<file path="src/rtl/br_pred_train_sched_pkg.sv">
// Shared constants, types and counter helpers for the branch predictor
// training sequencer.
package br_pred_train_sched_pkg;

  localparam int CNTW     = 2;
  localparam int PRT_D    = 512;
  localparam int TBL_IDX  = $clog2(PRT_D);
  localparam int SIMBRCOM = 2;
  localparam int TRQ_D    = 8;
  localparam int DROPW    = 16;

  // Queue pointers carry one extra bit to tell full from empty.
  localparam int TRQ_AW   = $clog2(TRQ_D);
  localparam int TRQ_PW   = TRQ_AW + 1;

  localparam logic [CNTW-1:0] CNT_MAX = '1;
  localparam logic [CNTW-1:0] CNT_MIN = '0;
  // Weakly taken: the lowest value with the MSB set.
  localparam logic [CNTW-1:0] CNT_DEF = CNTW'((2**CNTW - 1) / 2 + 1);

  typedef enum logic [1:0] {
    ST_INIT  = 2'd0,
    ST_RUN   = 2'd1,
    ST_DRAIN = 2'd2
  } state_e;

  typedef struct packed {
    logic [TBL_IDX-1:0] idx;
    logic               taken;
  } train_ev_t;

  // Saturating up/down step of a prediction counter.
  function automatic logic [CNTW-1:0] cnt_update(input logic [CNTW-1:0] cur,
                                                 input logic            taken);
    if (taken) return (cur == CNT_MAX) ? CNT_MAX : cur + CNTW'(1);
    else       return (cur == CNT_MIN) ? CNT_MIN : cur - CNTW'(1);
  endfunction

endpackage

</file>
<file path="src/rtl/br_pred_train_sched_if.sv">
// Commit-side training events plus the counter table port bundle.
interface br_pred_train_sched_if;
  import br_pred_train_sched_pkg::*;

  logic                        reinit_;
  logic [SIMBRCOM-1:0]         tr_;
  logic [SIMBRCOM*TBL_IDX-1:0] tr_idx;
  logic [SIMBRCOM-1:0]         tr_taken_;
  logic                        tbl_re_;
  logic [TBL_IDX-1:0]          tbl_ridx;
  logic [CNTW-1:0]             tbl_rd;
  logic                        tbl_we_;
  logic [TBL_IDX-1:0]          tbl_widx;
  logic [CNTW-1:0]             tbl_wd;
  logic                        init_done;
  logic                        busy;
  logic [DROPW-1:0]            drop_cnt;

  // Sequencer view.
  modport slave (
    input  reinit_, tr_, tr_idx, tr_taken_, tbl_rd,
    output tbl_re_, tbl_ridx, tbl_we_, tbl_widx, tbl_wd, init_done, busy, drop_cnt
  );

  // Environment view (commit stage plus table storage).
  modport master (
    output reinit_, tr_, tr_idx, tr_taken_, tbl_rd,
    input  tbl_re_, tbl_ridx, tbl_we_, tbl_widx, tbl_wd, init_done, busy, drop_cnt
  );
endinterface

</file>
<file path="src/rtl/br_train_queue.sv">
// Multi-write, single-read compacting training FIFO with a saturating
// count of events that did not fit.
module br_train_queue
  import br_pred_train_sched_pkg::*;
(
  input  logic                clk,
  input  logic                reset_,
  input  logic                i_clr,
  input  logic [SIMBRCOM-1:0] i_vld,
  input  train_ev_t           i_ev [SIMBRCOM],
  input  logic                i_pop,
  output logic                o_empty,
  output train_ev_t           o_head,
  output logic                o_busy,
  output logic [DROPW-1:0]    o_drop_cnt
);

  localparam int DSW = DROPW + 1;

  train_ev_t           r_mem [TRQ_D];
  logic [TRQ_PW-1:0]   r_wptr, r_rptr;
  logic                r_busy;
  logic [DROPW-1:0]    r_drop_cnt;

  logic [TRQ_PW-1:0]   w_free, w_n_acc, w_n_drop;
  logic [TRQ_PW-1:0]   w_wptr_nxt, w_rptr_nxt, w_occ_nxt;
  logic [SIMBRCOM-1:0] w_acc;
  logic [TRQ_AW-1:0]   w_slot [SIMBRCOM];
  logic                w_busy_nxt;
  logic [DSW-1:0]      w_drop_sum;

  // Free slots are taken before this cycle's pop.
  assign w_free = TRQ_PW'(TRQ_D) - (r_wptr - r_rptr);

  // Lane compaction: valid lanes take consecutive slots, lowest lane first.
  // NOTE: every variable is given a default before any branch so no latch is inferred.
  always_comb begin
    w_n_acc  = '0;
    w_n_drop = '0;
    w_acc    = '0;
    for (int l = 0; l < SIMBRCOM; l++) begin
      w_slot[l] = r_wptr[TRQ_AW-1:0] + w_n_acc[TRQ_AW-1:0];
      if (i_vld[l]) begin
        if (w_n_acc < w_free) begin
          w_acc[l] = 1'b1;
          w_n_acc  = w_n_acc + TRQ_PW'(1);
        end else begin
          w_n_drop = w_n_drop + TRQ_PW'(1);
        end
      end
    end
  end

  assign w_wptr_nxt = r_wptr + w_n_acc;
  assign w_rptr_nxt = r_rptr + TRQ_PW'(i_pop);
  assign w_occ_nxt  = w_wptr_nxt - w_rptr_nxt;
  assign w_busy_nxt = (TRQ_PW'(TRQ_D) - w_occ_nxt) < TRQ_PW'(SIMBRCOM);
  assign w_drop_sum = {1'b0, r_drop_cnt} + DSW'(w_n_drop);

  // Pointer, busy and drop-count state; a clear empties the queue but keeps the statistic.
  // NOTE: sequential state is updated with non-blocking assignments only.
  always_ff @(posedge clk or negedge reset_) begin
    if (!reset_) begin
      r_wptr     <= '0;
      r_rptr     <= '0;
      r_busy     <= 1'b0;
      r_drop_cnt <= '0;
    end else if (i_clr) begin
      r_wptr     <= '0;
      r_rptr     <= '0;
      r_busy     <= 1'b0;
    end else begin
      r_wptr     <= w_wptr_nxt;
      r_rptr     <= w_rptr_nxt;
      r_busy     <= w_busy_nxt;
      r_drop_cnt <= w_drop_sum[DROPW] ? '1 : w_drop_sum[DROPW-1:0];
    end
  end

  // Entry storage writes for accepted lanes.
  // NOTE: the storage array has no reset; entries only matter between the pointers.
  always_ff @(posedge clk) begin
    for (int l = 0; l < SIMBRCOM; l++) begin
      if (w_acc[l] && !i_clr) r_mem[w_slot[l]] <= i_ev[l];
    end
  end

  assign o_empty    = (r_wptr == r_rptr);
  assign o_head     = r_mem[r_rptr[TRQ_AW-1:0]];
  assign o_busy     = r_busy;
  assign o_drop_cnt = r_drop_cnt;

endmodule

</file>
<file path="src/rtl/br_pred_train_sched.sv">
// Prediction counter table sequencer: initialisation walk, then one
// read-modify-write saturating update per cycle from the training queue.
module br_pred_train_sched
  import br_pred_train_sched_pkg::*;
(
  input  logic                 clk,
  input  logic                 reset_,
  br_pred_train_sched_if.slave bus
);

  state_e             r_state, w_state_nxt;
  logic [TBL_IDX-1:0] r_ptr, w_ptr_nxt;
  logic               r_iwr, w_iwr_nxt;
  logic [TBL_IDX-1:0] r_iidx;
  logic               r_init_done;

  logic               r_re_;
  logic [TBL_IDX-1:0] r_ridx;
  logic               r_s1_taken;
  logic               r_s2_vld;
  logic [TBL_IDX-1:0] r_s2_idx;
  logic               r_s2_taken;
  logic               r_fw_vld;
  logic [TBL_IDX-1:0] r_fw_idx;
  logic [CNTW-1:0]    r_fw_wd;

  logic                w_reinit, w_pop, w_clr, w_empty, w_busy;
  logic [SIMBRCOM-1:0] w_vld;
  train_ev_t           w_ev [SIMBRCOM];
  train_ev_t           w_head;
  logic [CNTW-1:0]     w_cur, w_new;
  logic [DROPW-1:0]    w_drop_cnt;

  assign w_reinit = ~bus.reinit_;
  assign w_vld    = ~bus.tr_;

  // Unpack the active-low lane bundle into queue entries.
  always_comb begin
    for (int l = 0; l < SIMBRCOM; l++) begin
      w_ev[l].idx   = bus.tr_idx[l*TBL_IDX +: TBL_IDX];
      w_ev[l].taken = ~bus.tr_taken_[l];
    end
  end

  br_train_queue u_queue (
    .clk        (clk),
    .reset_     (reset_),
    .i_clr      (w_clr),
    .i_vld      (w_vld),
    .i_ev       (w_ev),
    .i_pop      (w_pop),
    .o_empty    (w_empty),
    .o_head     (w_head),
    .o_busy     (w_busy),
    .o_drop_cnt (w_drop_cnt)
  );

  // Next state: walk the table in INIT, pop in RUN, flush in DRAIN.
  always_comb begin
    w_state_nxt = r_state;
    w_ptr_nxt   = r_ptr;
    w_iwr_nxt   = 1'b0;
    w_pop       = 1'b0;
    w_clr       = 1'b0;
    unique case (r_state)
      ST_INIT: begin
        if (w_reinit) begin
          w_ptr_nxt = '0;
        end else begin
          w_iwr_nxt = 1'b1;
          w_ptr_nxt = r_ptr + TBL_IDX'(1);
          if (r_ptr == TBL_IDX'(PRT_D - 1)) begin
            w_ptr_nxt   = '0;
            w_state_nxt = ST_RUN;
          end
        end
      end
      ST_RUN: begin
        if (w_reinit) w_state_nxt = ST_DRAIN;
        else          w_pop       = ~w_empty;
      end
      ST_DRAIN: begin
        // The only in-flight stage-2 write finishes this cycle.
        w_clr       = 1'b1;
        w_ptr_nxt   = '0;
        w_state_nxt = ST_INIT;
      end
      default: w_state_nxt = ST_INIT;
    endcase
  end

  // State register plus the registered initialisation write.
  always_ff @(posedge clk or negedge reset_) begin
    if (!reset_) begin
      r_state     <= ST_INIT;
      r_ptr       <= '0;
      r_iwr       <= 1'b0;
      r_iidx      <= '0;
      r_init_done <= 1'b0;
    end else begin
      r_state     <= w_state_nxt;
      r_ptr       <= w_ptr_nxt;
      r_iwr       <= w_iwr_nxt;
      r_iidx      <= r_ptr;
      r_init_done <= (w_state_nxt == ST_RUN);
    end
  end

  // Read-modify-write pipeline: stage 1 issues the read, stage 2 writes back.
  always_ff @(posedge clk or negedge reset_) begin
    if (!reset_) begin
      r_re_      <= 1'b1;
      r_ridx     <= '0;
      r_s1_taken <= 1'b0;
      r_s2_vld   <= 1'b0;
      r_s2_idx   <= '0;
      r_s2_taken <= 1'b0;
      r_fw_vld   <= 1'b0;
      r_fw_idx   <= '0;
      r_fw_wd    <= '0;
    end else begin
      r_re_ <= ~w_pop;
      if (w_pop) begin
        r_ridx     <= w_head.idx;
        r_s1_taken <= w_head.taken;
      end
      r_s2_vld   <= ~r_re_;
      r_s2_idx   <= r_ridx;
      r_s2_taken <= r_s1_taken;
      r_fw_vld   <= r_s2_vld;
      r_fw_idx   <= r_s2_idx;
      r_fw_wd    <= w_new;
    end
  end

  // The table has not yet absorbed last cycle's write when it serves a
  // back-to-back read of the same entry, so take the value being written.
  assign w_cur = (r_fw_vld && (r_fw_idx == r_s2_idx)) ? r_fw_wd : bus.tbl_rd;
  assign w_new = cnt_update(w_cur, r_s2_taken);

  assign bus.tbl_re_   = r_re_;
  assign bus.tbl_ridx  = r_ridx;
  assign bus.tbl_we_   = ~(r_s2_vld | r_iwr);
  assign bus.tbl_widx  = r_s2_vld ? r_s2_idx : (r_iwr ? r_iidx  : '0);
  assign bus.tbl_wd    = r_s2_vld ? w_new    : (r_iwr ? CNT_DEF : '0);
  assign bus.init_done = r_init_done;
  assign bus.busy      = w_busy;
  assign bus.drop_cnt  = w_drop_cnt;

endmodule
</file>
<file path="src/flat_wrapper.sv">
// flat-port wrapper written by rule: the top's interface ports become plain ports
module br_pred_train_sched_flat import br_pred_train_sched_pkg::*;
  (clk, reset_, bus_reinit_, bus_tr_, bus_tr_idx, bus_tr_taken_, bus_tbl_rd, bus_tbl_re_, bus_tbl_ridx, bus_tbl_we_, bus_tbl_widx, bus_tbl_wd, bus_init_done, bus_busy, bus_drop_cnt);
  br_pred_train_sched_if bus_i ();
  input  logic clk;
  input  logic reset_;
  input wire logic [$bits(bus_i.reinit_)-1:0] bus_reinit_;
  input wire logic [$bits(bus_i.tr_)-1:0] bus_tr_;
  input wire logic [$bits(bus_i.tr_idx)-1:0] bus_tr_idx;
  input wire logic [$bits(bus_i.tr_taken_)-1:0] bus_tr_taken_;
  input wire logic [$bits(bus_i.tbl_rd)-1:0] bus_tbl_rd;
  output wire logic [$bits(bus_i.tbl_re_)-1:0] bus_tbl_re_;
  output wire logic [$bits(bus_i.tbl_ridx)-1:0] bus_tbl_ridx;
  output wire logic [$bits(bus_i.tbl_we_)-1:0] bus_tbl_we_;
  output wire logic [$bits(bus_i.tbl_widx)-1:0] bus_tbl_widx;
  output wire logic [$bits(bus_i.tbl_wd)-1:0] bus_tbl_wd;
  output wire logic [$bits(bus_i.init_done)-1:0] bus_init_done;
  output wire logic [$bits(bus_i.busy)-1:0] bus_busy;
  output wire logic [$bits(bus_i.drop_cnt)-1:0] bus_drop_cnt;
  assign bus_i.reinit_ = bus_reinit_;
  assign bus_i.tr_ = bus_tr_;
  assign bus_i.tr_idx = bus_tr_idx;
  assign bus_i.tr_taken_ = bus_tr_taken_;
  assign bus_i.tbl_rd = bus_tbl_rd;
  assign bus_tbl_re_ = bus_i.tbl_re_;
  assign bus_tbl_ridx = bus_i.tbl_ridx;
  assign bus_tbl_we_ = bus_i.tbl_we_;
  assign bus_tbl_widx = bus_i.tbl_widx;
  assign bus_tbl_wd = bus_i.tbl_wd;
  assign bus_init_done = bus_i.init_done;
  assign bus_busy = bus_i.busy;
  assign bus_drop_cnt = bus_i.drop_cnt;
  br_pred_train_sched u_core (.clk(clk), .reset_(reset_), .bus(bus_i));
endmodule
</file>
<file path="config.mk">
export PLATFORM = sky130hd
export DESIGN_NAME = br_pred_train_sched_flat
export DESIGN_NICKNAME = d
export VERILOG_FILES = /design/src/rtl/br_pred_train_sched_pkg.sv /design/src/rtl/br_pred_train_sched_if.sv /design/src/rtl/br_train_queue.sv /design/src/rtl/br_pred_train_sched.sv /design/src/flat_wrapper.sv
export SDC_FILE = /design/constraint.sdc
export NUM_CORES = 1
export LEC_CHECK = 0
export BUFFER_PORTS_ARGS = -buffer_cell sky130_fd_sc_hd__buf_2
export CAP_MARGIN = 20
export CORE_MARGIN = 2
export CORE_UTILIZATION = 45
export DETAILED_ROUTE_END_ITERATION = 10
export PLACE_DENSITY = 0.65
export RECOVER_POWER = 50
export SYNTH_ARGS = -nofsm -noshare
export SYNTH_HDL_FRONTEND = slang
export SYNTH_SLANG_ARGS = --single-unit
</file>
<file path="constraint.sdc">
create_clock -name clk -period 5.2 [get_ports clk]
set_input_delay 0.78 -clock clk [delete_from_list [all_inputs] [get_ports clk]]
set_output_delay 0.78 -clock clk [all_outputs]
set_load 0.05 [all_outputs]
</file>
==> flow_summary_export.csv, run 1 <==
group,metric,value,unit
placed_design,globalplace.congestion,0.829,
setup_path,cp-end-kind,"register",
final_layout,drive_gt1_frac,0.252,
logic_synthesis,syn_inst,581,
logic_synthesis,yosysSeqAreaShare,0.559,
setup_path,required,5.53,ns
detailed_routing,dr.pass1.iters,5,
logic_synthesis,ys_async_sr_fraction,0.503,
clocking,htreeDepth,4,
final_layout,num_antenna_cells,0,
timing,slew_headroom,-1.50,
detailed_routing,drc,0,
logic_synthesis,ys_ff_latch,161,
global_routing,grt_max_degree,82,
logic_synthesis,syn_area_per_cell,13.7,um2
timing,holdWs,0.261,ns
detailed_routing,drt_iter0_markers,402,
timing,hold_viol,0,
logic_synthesis,synth_enable_flop_cells,80,
timing,fmax,0.202,GHz
logic_synthesis,yosys.area.top_type,"edfxtp_1",
die,initial_core_util,0.460,
final_layout,final_net_count,711,
global_routing,antenna_found_initial,2,
power_and_ir_drop,p_leak,0.00369,uW
setup_path,critPathArrivalTime,5.28,ns
detailed_routing,drt-wirelength-per-cell,19.7,um
logic_synthesis,yosys_warnings,0,
global_routing,grt_pass1_vias,5116,
timing,fin_skew,0.0146,ns
outcome,outcome,"finished, violations left",
timing,setup_violations,0,
final_layout,fill_cells,1442,
clocking,hold_buffers,0,
die,core,17200,um2
placed_design,port_buffers,66,
die,fp.dieW,137,um
setup_path,path_common_cell,"inv_1",
logic_synthesis,synth_top_area_share,0.303,
logic_synthesis,synth_area_leaders,"edfxtp_1 (30%), dfrtp_1 (25%), mux2_2 (7.5%)",
setup_path,worstSetupPathType,"reg -> reg",
min_path,min-delay-path-class,"in -> async",
detailed_routing,vias,5083,
clocking,clk-insertion-delay-late,0.43,ns
placed_design,hpwl,11800,um
clocking,cts_root_buffer,"clkbuf_16",
clocking,clkSlewWorstSetupHoldPaths,0.06,ns
setup_path,path_max_fanout,3,
power_and_ir_drop,p_total,4560,uW
timing,post-route-period-util,0.953,
detailed_routing,drt-total-wl,17700,um
setup_path,path_cells,"inv_1, ha_1, ha_1, inv_1, fa_2, nor2b_4, nand2_2, o21ai_4, inv_1, ha_1, inv_1, mux2i_1, ha_2, fa_1, inv_1, ha_1, ha_1, inv_1, fa_1, xor2_1, xnor3_1, xnor3_1, nor4b_2",
clocking,cts_tree,"built",
timing,worst-slew-pin-transition,3.75,ns
placed_design,place_area,8630,um2
clocking,cts_buffers,17,
logic_synthesis,synthFlopType,"edfxtp_1",
setup_path,critical_path.slowest_cell,"fa_2",
final_layout,final_core_util,0.532,
clocking,clockBufferDepth,2,
power_and_ir_drop,p_per_area,498,nW/um2
setup_path,startpoint_type,"register",
die,ios,67,
timing,setup-tns-final,0,ns
die,die_area,18700,um2
timing,drv_slew,75,
setup_path,cpPeakStageDelay,0.54,ns
clocking,cts.sinks,161,
global_routing,grt_pass1_wl,27900,um
logic_synthesis,syn_area,7930,um2
global_routing,grt_usage,0.200,
final_layout,syn_to_final_growth,15.6,%
detailed_routing,avgViaCountPerCell,5.65,
global_routing,overflow,0,
die,die_h,137,um
die,rows,48,
logic_synthesis,synth.distinct_cells,52,
final_layout,finalInstanceArea,9170,um2
job,maxCapViolCount,1,
power_and_ir_drop,ir_drop,0.273,mV
detailed_routing,ant_nets,0,
logic_synthesis,syn-num-nets,631,
timing,min_period,4.96,ns
outcome,failed_checks,"capacitance limit, slew limit",
worst max-delay path, delay by kind of cell (launching register included):
| family | cells | cell delay (ns) |
|---|---|---|
| compound gates | 1 | 0.14 |
| xor+xnor | 3 | 0.62 |
| fa+ha+maj | 9 | 2.75 |
| buf+inv | 6 | 0.37 |
| flops | 1 | 0.36 |
| mux | 1 | 0.08 |
| simple gates | 3 | 0.55 |
synthesized netlist by cell type (all sizes together), types with 2 or more instances:
cell type / instances
o21ai: 32
a211oi: 3
mux2i: 20
inv: 22
o211ai: 6
buf: 17
mux4: 20
nor3: 6
nand4b: 2
a31oi: 5
fa: 4
o21bai: 2
a22o: 10
mux2: 75
xnor3: 2
and2: 5
a21oi: 8
nand3: 13
or4: 5
and3: 5
xor2: 10
nor2b: 4
nand2b: 4
dfrtp: 80
o41ai: 2
edfxtp: 80
clkbuf: 12
ha: 19
nor4: 4
o31ai: 8
nor2: 20
nor4b: 3
nand2: 42
xnor2: 15
nand4: 7
path summary, 6_finish.rpt:
kind,start,end,slack (ns),cells past startpoint
max,u_core.u_queue.r_wptr[1]$_DFF_PN0_,u_core.u_queue.o_busy$_DFF_PN0_,0.24,23
min,reset_,u_core.u_queue.o_busy$_DFF_PN0_,0.26,1
max reg2reg,u_core.u_queue.r_wptr[1]$_DFF_PN0_,u_core.u_queue.o_busy$_DFF_PN0_,0.24,23
min reg2reg,u_core.r_s1_taken$_DFFE_PN0P_,u_core.r_s2_taken$_DFF_PN0_,0.38,0
max in group asynchronous,reset_,u_core.r_s2_idx[1]$_DFF_PN0_,1.03,2
min in group clk,u_core.r_s1_taken$_DFFE_PN0P_,u_core.r_s2_taken$_DFF_PN0_,0.38,0
sequential cells by signal (all words and copies together) (netlist names):
signal / cells
u_core.r_iwr: 1
u_core.u_queue.o_busy: 1
u_core.u_queue.r_wptr: 4
u_core.u_queue.r_rptr: 4
u_core.r_s2_vld: 1
u_core.r_s2_idx: 9
u_core.r_fw_wd: 2
u_core.r_s1_taken: 1
u_core.r_state: 2
u_core.r_fw_idx: 9
u_core.bus.tbl_re_: 1
u_core.bus.tbl_ridx: 9
u_core.r_iidx: 9
u_core.r_s2_taken: 1
u_core.u_queue.o_drop_cnt: 16
u_core.u_queue.r_mem: 80
u_core.bus.init_done: 1
u_core.r_ptr: 9
u_core.r_fw_vld: 1
repair_timing:
action,4_1_cts,5_1_grt
resized for setup,1,7
endpoints found under the hold margin,0,0
endpoints found under the setup margin,1,1
setup buffers,1,0
pin swaps,2,4
placed cells by master, fill, tap and decap left out, types with 6 or more instances in the layout:
cell,count
clkbuf_16,18
xor2_1,7
mux4_2,20
o211ai_2,6
nor2_1,20
o31ai_1,8
o21ai_0,30
nand2_1,41
nor3_1,6
mux2_1,22
dfrtp_1,80
mux2_2,53
nand4_1,7
nand3_1,13
clkbuf_1,46
buf_2,28
ha_1,18
inv_1,22
a22o_1,10
buf_4,20
mux2i_1,20
edfxtp_1,80
xnor2_1,14
a21oi_1,8
power breakdown:
| group | total [uW] | switching (uW) | internal [uW] |
|---|---|---|---|
| logic | 1600 | 956 | 643 |
| registers | 1790 | 92.8 | 1700 |
| clock network | 1170 | 502 | 671 |
area by class of cell:
cell class	instances	area [um2]	share of cell area
repair buffers	90	448	0.0488
well taps	225	282	0.0307
flip-flops and latches	161	4430	0.483
multi-input cells	369	3380	0.369
clock buffers	25	500	0.0546
clock inverters	7	47.5	0.00518
inverters	22	82.6	0.00900
per-layer routing:
metal / track usage / routed length (um) / vias to the layer above
li1: - / - / 2347
met3: 0.0533 / 898 / 32
met4: 0.0706 / 298 / 4
met5: 0 / 14 / -
met1: 0.253 / 7570 / 2552
met2: 0.331 / 8890 / 148
kinds of logic after synthesis:
kind of cell,count (synthesis),share of synthesized area
compound gates,79,0.0681
fa+ha+maj,23,0.0401
simple gates,125,0.0812
buf+inv,51,0.0282
flops,161,0.559
mux,115,0.189
xor+xnor,27,0.0352
stage by stage:
stage	setup WS [ns]	instances
after detailed placement	-0.0268	865
after floorplan	0.00962	581
final	0.244	899
after CTS	0.0103	898
after global placement	0.204	863
after global routing	-0.000157	899
Note: power is estimated with default switching activity, not from simulation.
==> run 2, diff against run 1 <==
--- a/config.mk
+++ b/config.mk
@@ -14,4 +14,5 @@
 export RECOVER_POWER = 50
 export SYNTH_ARGS = -nofsm -noshare
 export SYNTH_HDL_FRONTEND = slang
+export SYNTH_HIERARCHICAL = 1
 export SYNTH_SLANG_ARGS = --single-unit
==> flow_summary_export.csv, run 2 <==
group,metric,value,unit
final_layout,layout_common_cells,"dfrtp_1 (80), edfxtp_1 (80), mux2_2 (70)",
setup_path,critical_path.slowest_cell,"fa_1",
clocking,clk-insertion-delay-late,0.43,ns
timing,setup_ws,0.250,ns
setup_path,cpPeakStageDelay,0.47,ns
setup_path,r2r-start,"u_core/u_queue/r_wptr[1]$_DFF_PN0_",
timing,min_period,4.95,ns
placed_design,place_area,8870,um2
die,die_area,19200,um2
logic_synthesis,syn-num-nets,625,
global_routing,overflow,0,
outcome,failed_checks,"capacitance limit, slew limit",
clocking,cts_tree,"built",
placed_design,globalplace.congestion,0.831,
die,die_h,139,um
setup_path,path_common_cell,"ha_1",
placed_design,hpwl,11800,um
setup_path,required,5.53,ns
timing,fmax,0.202,GHz
outcome,outcome,"finished, violations left",
logic_synthesis,synth.distinct_cells,59,
global_routing,antenna_found_initial,1,
timing,setup-tns-final,0,ns
logic_synthesis,ys_async_sr_fraction,0.503,
power_and_ir_drop,clkPwrFrac,0.253,
logic_synthesis,yosys.area_share.simple,0.0786,
final_layout,finalInstanceArea,9410,um2
power_and_ir_drop,sw_frac_of_total,0.344,
clocking,clkSlewWorstSetupHoldPaths,0.06,ns
logic_synthesis,synth_enable_flop_cells,80,
logic_synthesis,synth_xor_area_frac,0.0346,
logic_synthesis,synth_compound_area_frac,0.0556,
timing,fin_skew,0.0117,ns
logic_synthesis,netlist_top_cells_count,"dfrtp_1 (80), edfxtp_1 (80), mux2_2 (70), mux2_4 (36), nand2_1 (35)",
logic_synthesis,yosys-mux-area-fraction,0.220,
setup_path,worstSetupPathType,"reg -> reg",
timing,holdWs,0.233,ns
final_layout,drive_gt1_frac,0.323,
logic_synthesis,ys_ff_latch,161,
clocking,clockBufferDepth,2,
clocking,cts.sinks,161,
logic_synthesis,syn_area_per_cell,14.2,um2
setup_path,critPathBufInv,4,
logic_synthesis,yosys.area.top_type,"edfxtp_1",
final_layout,num_antenna_cells,0,
setup_path,critPathArrivalTime,5.28,ns
timing,worst-slew-pin-transition,3.31,ns
clocking,hold_buffers,0,
timing,drv_slew,76,
logic_synthesis,syn_inst,575,
power_and_ir_drop,comb_power_share,0.366,
detailed_routing,ant_nets,0,
final_layout,fill_cells,1513,
logic_synthesis,yosysSeqAreaShare,0.542,
clocking,cts_root_buffer,"clkbuf_16",
power_and_ir_drop,p_seq_frac,0.381,
placed_design,pre_cts_ws,0.195,ns
job,maxCapViolCount,1,
detailed_routing,vias,4972,
logic_synthesis,yosys.area_share.adder,0.0389,
setup_path,critPathTopFamily,"adder cells",
die,initial_core_util,0.456,
setup_path,path_max_fanout,3,
setup_path,cp-startpoint,"u_core/u_queue/r_wptr[1]$_DFF_PN0_",
power_and_ir_drop,switchingPower,1650,uW
power_and_ir_drop,ir_drop,0.338,mV
clocking,htreeDepth,4,
timing,post-route-period-util,0.952,
final_layout,largest_reg_flops,80,
global_routing,grt_usage,0.187,
placed_design,port_buffers,66,
detailed_routing,drt-wirelength-per-cell,19.3,um
setup_path,cp-end-kind,"register",
global_routing,grt_pass1_wl,27900,um
min_path,min-delay-path-class,"in -> async",
die,fp.dieW,139,um
global_routing,grt_pass1_vias,5026,
power_and_ir_drop,p_per_area,509,nW/um2
final_layout,final_net_count,714,
power_and_ir_drop,p_total,4790,uW
clocking,cts_buffers,17,
power_and_ir_drop,p_int,3140,uW
detailed_routing,drt_iter0_markers,364,
die,ios,67,
detailed_routing,avgViaCountPerCell,5.49,
timing,hold_viol,0,
detailed_routing,dr.pass1.iters,7,
setup_path,path_cells,"inv_1, ha_1, ha_1, inv_1, fa_1, xor2_2, xor2_2, nand3_1, and2_1, ha_1, nand2_1, o21ai_0, ha_2, fa_1, inv_1, ha_1, ha_1, inv_1, fa_1, xnor3_1, xnor2_1, xnor2_1, nor4b_2",
logic_synthesis,synthFlopType,"edfxtp_1",
setup_path,startpoint_type,"register",
logic_synthesis,yosys_warnings,6,
die,core,17900,um2
logic_synthesis,syn_area,8170,um2
logic_synthesis,synth_top_family_by_area,"multiplexers",
global_routing,grt_max_degree,82,
detailed_routing,drc,0,
timing,slew_headroom,-1.21,
final_layout,syn_to_final_growth,15.2,%
power_and_ir_drop,p_leak,0.00379,uW
logic_synthesis,synth_top_area_share,0.294,
detailed_routing,drt-total-wl,17500,um
timing,setup_violations,0,
logic_synthesis,synth_area_leaders,"edfxtp_1 (29%), dfrtp_1 (25%), mux2_2 (9.7%)",
die,rows,49,
run 2: changes by cell type after synthesis, sizes merged, moves of 5 or more:
cell   delta
a21oi     -6
or4       -5
mux2     +31
o31ai     -5
mux2i    -18
nand2     -7
o21ai     -8
run 2: cells by family after synthesis:
| kind of cell | count (synthesis) |
|---|---|
| muxes | 128 |
| buffers and inverters | 49 |
| and+or+nand+nor | 123 |
| xor gates and xnor gates | 29 |
| AOI/OAI and AO/OA | 62 |
| DFF | 161 |
| adders and majority gates | 23 |
run 2: per-stage QoR:
| stage | utilization | cells |
|---|---|---|
| after CTS | 0.527 | 904 |
| after floorplan | - | 575 |
| after detailed placement | 0.496 | 872 |
| final | 0.525 | 906 |
| after global placement | 0.496 | 872 |
| after global routing | 0.525 | 906 |
run 2: timing repair:
item	in CTS	in global routing
gates resized for setup	0	3
setup buffers	0	1
endpoints found under the setup margin	0	1
run 2: worst register-to-register path: stages, from the launching register on:
cell and delay, ns:
dfrtp_1 0.35, inv_1 0.05, ha_1 0.31, ha_1 0.16
inv_1 0.05, fa_1 0.40, xor2_2 0.24, xor2_2 0.18
nand3_1 0.11, and2_1 0.19, ha_1 0.29, nand2_1 0.07
o21ai_0 0.08, ha_2 0.20, fa_1 0.47, inv_1 0.05
ha_1 0.27, ha_1 0.14, inv_1 0.05, fa_1 0.37
xnor3_1 0.20, xnor2_1 0.19, xnor2_1 0.13, nor4b_2 0.28
run 2: routing by layer:
layer / vias up / global-route usage / part of all wire
met3: 18 / 0.0456 / 0.047
met1: 2520 / 0.253 / 0.45
met2: 111 / 0.308 / 0.50
li1: 2321 / - / -
met5: - / 0 / 0.00063
met4: 2 / 0.0463 / 0.011
run 2: power groups by stage:
stage | clock (uW) | combinational (uW) | sequential [uW]
floorplan | 0 | 1090 | 1930
global placement | 0 | 1680 | 1830
detailed placement | 0 | 1720 | 1850
CTS | 1240 | 1730 | 1830
global route | 1290 | 1890 | 1850
finish | 1210 | 1750 | 1830
run 2: layout make-up:
| cell class | instances | area, um2 | share of cell area |
|---|---|---|---|
| repair buffers | 95 | 495 | 0.0527 |
| clock buffers | 22 | 465 | 0.0495 |
| inverters | 24 | 90.1 | 0.00958 |
| clock inverters | 10 | 103 | 0.0109 |
| flip-flops and latches | 161 | 4430 | 0.471 |
| well taps | 229 | 287 | 0.0305 |
| multi-input cells | 365 | 3530 | 0.376 |
run 2: final timing paths:
kind | slack, ns | cells after the start | to
max | 0.25 | 23 | u_core/u_queue/o_busy$_DFF_PN0_
min | 0.23 | 1 | u_core/u_queue/o_drop_cnt[4]$_DFFE_PN0N_
max reg2reg | 0.25 | 23 | u_core/u_queue/o_busy$_DFF_PN0_
min reg2reg | 0.38 | 0 | u_core/r_s2_taken$_DFF_PN0_
max in group asynchronous | 1.28 | 2 | u_core/r_fw_idx[7]$_DFF_PN0_
min in group clk | 0.38 | 0 | u_core/r_s2_taken$_DFF_PN0_
